### config.mk
export PLATFORM = sky130hd
export DESIGN_NAME = sensor_readout_packer
export DESIGN_NICKNAME = d
export VERILOG_FILES = /design/src/rtl/sensor_readout_packer.sv
export SDC_FILE = /design/constraint.sdc
export NUM_CORES = 1
export LEC_CHECK = 0
export ABC_CLOCK_PERIOD_IN_PS = 3500
export BUFFER_PORTS_ARGS = -buffer_cell sky130_fd_sc_hd__buf_2
export CORE_UTILIZATION = 55
export CTS_CLUSTER_SIZE = 14
export DETAILED_ROUTE_END_ITERATION = 7
export GPL_TIMING_DRIVEN = 0
export PLACE_DENSITY = 0.77
export SYNTH_ARGS = -nofsm -noshare
export SYNTH_HDL_FRONTEND = slang
export SYNTH_SLANG_ARGS = --single-unit
### constraint.sdc
create_clock -name clk -period 3.5 [get_ports clk]
set_clock_uncertainty 0.05 [all_clocks]
set_input_delay 0.35 -clock clk [delete_from_list [all_inputs] [get_ports clk]]
set_output_delay 0.35 -clock clk [all_outputs]
set_load 0.02 [all_outputs]
### src/rtl/sensor_readout_packer.sv
// sensor_readout_packer: packs the 16-bit sensor readout stream into 256-bit words for the readout FIFO.
// Writes are never stalled; a word emitted while the FIFO is almost full is dropped and overflow is flagged.
module sensor_readout_packer #(
   parameter int DIN_W  = 16,
   parameter int DOUT_W = 256,
   parameter int LANES  = DOUT_W / DIN_W
) (
   input  logic              clk,
   input  logic              rst,
   input  logic [31:0]       Num_Words,
   input  logic              frame_start,
   input  logic [DIN_W-1:0]  din,
   input  logic              din_valid,
   output logic [DOUT_W-1:0] fifo_din,
   output logic              fifo_wr_en,
   input  logic              fifo_almost_full,
   output logic              busy,
   output logic              frame_done,
   output logic              overflow,
   output logic [31:0]       word_cnt,
   output logic [31:0]       wr_cnt
);
   localparam int IW = $clog2(LANES);
   typedef enum logic [1:0] {IDLE, PACK, DONE} state_t;
   state_t            state_q, state_d;
   logic [31:0]       num_q, num_d, word_cnt_q, word_cnt_d, wr_cnt_q, wr_cnt_d;
   logic [IW-1:0]     idx_q, idx_d;
   logic [DOUT_W-1:0] pack_q, pack_d, fifo_din_q, fifo_din_d, merged;
   logic              fifo_wr_en_q, fifo_wr_en_d, frame_done_q, frame_done_d;
   logic              overflow_q, overflow_d, busy_q, busy_d;
   logic              accept, last, emit, start;
   always_comb begin
      merged = pack_q;
      merged[idx_q*DIN_W +: DIN_W] = din;
      accept = (state_q == PACK) && din_valid;
      last = (word_cnt_q + 32'd1) == num_q;
      emit = accept && (idx_q == IW'(LANES - 1) || last);
      start = (state_q == IDLE) && frame_start && (Num_Words != 32'd0);
      // the drop decision is taken on the emitting din_valid, so the write strobe lands one cycle later
      fifo_wr_en_d = emit && !fifo_almost_full;
      overflow_d = overflow_q || (emit && fifo_almost_full);
      fifo_din_d = fifo_wr_en_d ? merged : fifo_din_q;
      num_d = start ? Num_Words : num_q;
      word_cnt_d = start ? 32'd0 : accept ? word_cnt_q + 32'd1 : word_cnt_q;
      wr_cnt_d = start ? 32'd0 : emit ? wr_cnt_q + 32'd1 : wr_cnt_q;
      idx_d = (start || emit) ? '0 : accept ? idx_q + 1'b1 : idx_q;
      pack_d = (start || emit) ? '0 : accept ? merged : pack_q;
      frame_done_d = state_q == DONE;
      state_d = start ? PACK : (accept && last) ? DONE : (state_q == DONE) ? IDLE : state_q;
      busy_d = state_d != IDLE;
   end
   always_ff @(posedge clk) begin
      if (!rst) begin
         state_q      <= IDLE;
         num_q        <= '0;
         word_cnt_q   <= '0;
         wr_cnt_q     <= '0;
         idx_q        <= '0;
         pack_q       <= '0;
         fifo_din_q   <= '0;
         fifo_wr_en_q <= 1'b0;
         frame_done_q <= 1'b0;
         overflow_q   <= 1'b0;
         busy_q       <= 1'b0;
      end else begin
         state_q      <= state_d;
         num_q        <= num_d;
         word_cnt_q   <= word_cnt_d;
         wr_cnt_q     <= wr_cnt_d;
         idx_q        <= idx_d;
         pack_q       <= pack_d;
         fifo_din_q   <= fifo_din_d;
         fifo_wr_en_q <= fifo_wr_en_d;
         frame_done_q <= frame_done_d;
         overflow_q   <= overflow_d;
         busy_q       <= busy_d;
      end
   end
   assign fifo_din   = fifo_din_q;
   assign fifo_wr_en = fifo_wr_en_q;
   assign frame_done = frame_done_q;
   assign overflow   = overflow_q;
   assign busy       = busy_q;
   assign word_cnt   = word_cnt_q;
   assign wr_cnt     = wr_cnt_q;
endmodule

**Word level (Yosys, flattened, before mapping)**

Index checks and enable logic that the tools add are counted.

- Bits in registers: 618
- Input bits: 53
- Output and inout bits: 324

- Add/sub/neg operators: 4
- Eq/ne operators: 4
- Shift-type cells: 2
- Mux-type cells: 4
- Bitwise logic cells: 1
- Reductions and logical operators: 16

Operators with widths:

| kind | count |
|---|---|
| $bwmux W256 | 1 |
| $shift A16 B34 Y256 const A | 1 |
| $shiftx A16 B34 Y256 | 1 |
| $add A32 B1 Y32 const B | 2 |
| $neg A8 Y34 | 1 |
| $eq A32 B32 Y1 | 1 |
| $reduce_bool A32 Y1 | 1 |
| $logic_and A1 B1 Y1 | 7 |
| $mux W2 | 3 |
| $add A4 B1 Y4 const B | 1 |
| $eq A4 B4 Y1 const B | 1 |
| $reduce_or A2 Y1 | 2 |
| $logic_or A1 B1 Y1 | 3 |
| $eq A2 B1 Y1 const B | 1 |
| $eq A2 B2 Y1 const B | 1 |
| $logic_not A2 Y1 | 1 |
| $reduce_bool A2 Y1 | 1 |
| $logic_not A1 Y1 | 1 |
| $not A1 Y1 | 1 |

**Depth between registers and ports, before layout**

- Word-level depth: 6
- Gate-level depth with buffers: 14

**Worst setup path before layout**

OpenSTA, ideal clock, no wires.

- Path kind: register to register
- From: reg word_cnt_q[0], in the netlist word_cnt[0]
- To: reg wr_cnt_q[14], in the netlist wr_cnt[14]
- Library setup time: 0.072 ns
- Arrival time: 3.090 ns
- Required time: 3.378 ns
- Path slack: 0.289 ns
- Stages on the path, launching flop included: 14
- Period minus slack after synthesis: 3.211 ns
- Cell sequence: dfxtp_1 > ha_1 > nand3_1 > nor2_1 > buf_2 > nand3_1 > xnor2_1 > a2111o_1 > nor4_1 > nand4_1 > buf_2 > buf_2 > a211oi_1 > mux2i_1

- Longest elaborated chain between the ends: 4

RTL lines:

| element | RTL line | text |
|---|---|---|
| start, declared | 26 | `logic [31:0] num_q, num_d, word_cnt_q, word_cnt_d, wr_cnt_q, wr_cnt_d;` |
| start signal, assigned | 68 | `word_cnt_q <= word_cnt_d;` |
| $add A32 B1 Y32 | 36 | `last = (word_cnt_q + 32'd1) == num_q;` |
| $eq A32 B32 Y1 | 36 |  |
| $logic_or A1 B1 Y1 | 37 | `emit = accept && (idx_q == IW'(LANES - 1) \|\| last);` |
| $logic_and A1 B1 Y1 | 37 |  |
| end signal, assigned | 69 | `wr_cnt_q <= wr_cnt_d;` |
| end, declared | 26 |  |

No other way between the ends.
A chain may end at the register's enable or synchronous reset.

**Final worst setup path**

- From: reg word_cnt_q[2], in the netlist word_cnt[2]
- To: reg pack_q[18]

- Longest elaborated chain between the ends: 6

RTL lines:

| element | RTL line | text |
|---|---|---|
| $add A32 B1 Y32 | 36 |  |
| $eq A32 B32 Y1 | 36 |  |
| $logic_or A1 B1 Y1 | 37 |  |
| $logic_and A1 B1 Y1 | 37 |  |
| $logic_or A1 B1 Y1 | 47 | `pack_d = (start \|\| emit) ? '0 : accept ? merged : pack_q;` |
| $reduce_or A2 Y1 (no source line) | n/a |  |
| end signal, assigned | 71 | `pack_q <= pack_d;` |
| end, declared | 28 | `logic [DOUT_W-1:0] pack_q, pack_d, fifo_din_q, fifo_din_d, merged;` |

No other way between the ends.

==> impl_metrics.tcl <==
set metrics [dict create \
    synth_seq_cells 618 \
    drc 0 \
    fmax_mhz 291 \
    avgSynthCellArea_um2 7.88 \
    antenna_found_initial 0 \
    syn_area_mm2 0.0276 \
    yosysWarningCount 0 \
    dr_total_vias 26500 \
    finalWirelength_mm 90.7 \
    cellPowerDensity_mw_per_mm2 465 \
    muxShareOfSynthArea_pct 11.6 \
    yosysMostFrequentCell "nand2_1" \
    start_util_pct 56.1 \
    grtUsageMet2_pct 55.8 \
    ir_drop_mv 0.348 \
    clkTransAtPathRegs_ps 60 \
    cap_violations 0 \
    synth_top_family_by_area "simple AND/OR/NAND/NOR gates" \
    met3_usage_pct 8.21 \
    h-tree-depth 3 \
    slew_headroom_pct 3.28 \
    placementRows 81 \
    synth_flop_cell "dfxtp_1" \
    ant_nets 0 \
    utilization_pct 67.5 \
    ys_top_cells_by_count "nand2_1 (805), dfxtp_1 (618), nor2_1 (557)" \
    drtIter0Drc 2647 \
    cp_data_arrival_time_ps 3870 \
    cpMaxStageDelayCell "clkbuf_1" \
    nets 4025 \
    area_growth_pct 20.4 \
    drive_above_1_share_pct 14.7 \
    path_cells "buf_6 > nand4_1 > nor4_4 > buf_4 > or3_1 > a221oi_2 > nand4_1 > nor4_2 > nand4_1 > buf_4 > buf_6 > nand3_4 > clkbuf_1 > nor2_1" \
    hold_class "input pin to flip-flop" \
    yosys.area.top_type "dfxtp_1" \
    grt_max_degree 15 \
    p_leak_nw 13.8 \
    place_congestion 0.966 \
    synth_xor_area_share_pct 2.32 \
    core_area_mm2 0.0493 \
    grt.overflow.total 0 \
    chipHeight_um 226 \
    use_met1_pct 43.3 \
    synth_edf_count 0 \
    synth_compound_area_share_pct 12.7 \
    tightest_slew_ps 1450 \
    setup_viol 0 \
    synth.distinct_cells 49 \
    synthCells 3505 \
    crit_type "flip-flop to flip-flop" \
    die_area_mm2 0.0511 \
    tritoncts "yes" \
    die_w_um 226 \
    cp-start-kind "flip-flop" \
    critPathMaxStageDelay_ps 430 \
    finalHoldViolCount 0 \
    required_ps 3930 \
    dp_hpwl_mm 64.5 \
    worst_skew_pair.late_latency_ps 620 \
    grt-busiest-layer "met2" \
    vias_per_cell 5.67 \
    dpl.cell_count 4529 \
    synth_area_leaders "dfxtp_1 (45%), mux2i_1 (12%), nand2_1 (11%), nor2_1 (7.6%), a21oi_1 (5.1%)" \
    critPathMaxFanout 10 \
    cts_max_path_buffers 3 \
    cts.sinks 618 \
    cp-end-kind "flip-flop" \
    yosys.area_share.adder_pct 0.362 \
    synth.top_cell.area_share_pct 44.8 \
    post-route-min-period_ps 3440 \
    grt_pass1_vias 24400 \
    status "completed" \
    root_buffer "clkbuf_16" \
    slew_violations 0 \
    yosysSeqAreaShare_pct 44.8 \
    syn-num-nets 3566 \
    fin_cells 4674 \
    fin_crit_sh_pct 98.2 \
    async_flop_share_pct 0 \
    numPortBuffers 360 \
    antenna_cells 0 \
    avgRoutedWirePerCell_um 19.4 \
    worst_path_most_repeated_cell "nand4_1" \
    drtPass1Iterations 7 \
    synthSimpleGateAreaFrac_pct 23.3 \
    ios 377 \
    grtUsageTotal_pct 34.6 \
    grt_pass1_wl_mm 136 \
    cts_buffers 66 \
]
## worst max-delay path, delay by kind of cell, from the launching register on
kind                   cells  cell delay, ps
AND/OR/NAND/NOR            8            1590
buffers and inverters      5            1020
flip-flops                 1             340
AO/OA/AOI/OAI              1             300
## stage by stage
| step | instance area (µm²) | setup slack, ps | hold WS (ps) | power, mW | TNS [ps] |
|---|---|---|---|---|---|
| after CTS | 33100 | 0.788 | 6.53 | 15.5 | 0 |
| after detailed placement | 30200 | -828 | 392 | 7.89 | -315340 |
| after global placement | 30200 | -836 | 388 | 7.88 | -322020 |
| after global routing | 33300 | -21.6 | 46.3 | 15.8 | -111 |
| final | 33300 | 61.6 | 18.1 | 15.5 | 0 |
| after floorplan | 27600 | 289 | 381 | 7.63 | 0 |
## layout by cell type (no fill, tap or decap), types with 45 or more instances in the layout
cell       count
nand2_1      805
dfxtp_1      608
nor2_1       554
buf_2        369
mux2i_1      317
a21oi_1      283
clkbuf_1     192
o21ai_0      170
o211ai_1     112
clkbuf_16     69
nand3_1       46
nand2b_1      45
## sequential cells by signal, indices dropped and copies added, names as in the netlist
register and cells:
pack_q 256, busy 1, fifo_wr_en 1, wr_cnt 32, word_cnt 32, fifo_din 256
idx_q 4, overflow 1, frame_done 1, num_q 32, state_q 2
## power breakdown
part           leakage, nW  switching [mW]  internal, mW
clock                 1.16            2.92          4.75
sequential            4.99          0.0279          7.06
combinational         7.63           0.507         0.207
## what timing repair did
action / CTS / global route
hold endpoints to repair: 31 / 0
gates resized for setup: 45 / 75
pin swaps: 6 / 5
hold buffers: 31 / 0
cloned: 0 / 1
setup endpoints to repair: 553 / 552
buffers inserted: 4 / 4
## cell families after synthesis
kind of cell / Yosys count
buf+inv: 302
flops: 618
mux: 319
fa+ha+maj: 8
simple gates: 1575
xor+xnor: 73
compound gates: 610
## worst paths after layout
kind                            cells past startpoint           from  slack [ps]         end
worst max-delay path                               14    word_cnt[2]          60  pack_q[18]
worst min-delay path                                3  Num_Words[14]          20   num_q[14]
worst max register to register                     14    word_cnt[2]          60  pack_q[18]
worst min register to register                      2      pack_q[1]         400   pack_q[1]
## routing by layer
layer / part of all wire, % / wire length (µm)
met1: 40 / 36400
met2: 46 / 41300
met3: 9.3 / 8470
met4: 5.0 / 4560
met5: 0 / 0
## layout make-up
cell class              instances  area, µm²
clock inverters                24        433
well taps                     664        831
repair buffers                400       2180
multi-input cells            2585      14000
flip-flops and latches        618      12400
fillers                      4199      16000
plain buffers                 279       1420
clock buffers                  90       1940
inverters                      14       52.6
(Power assumes the default switching activity.)
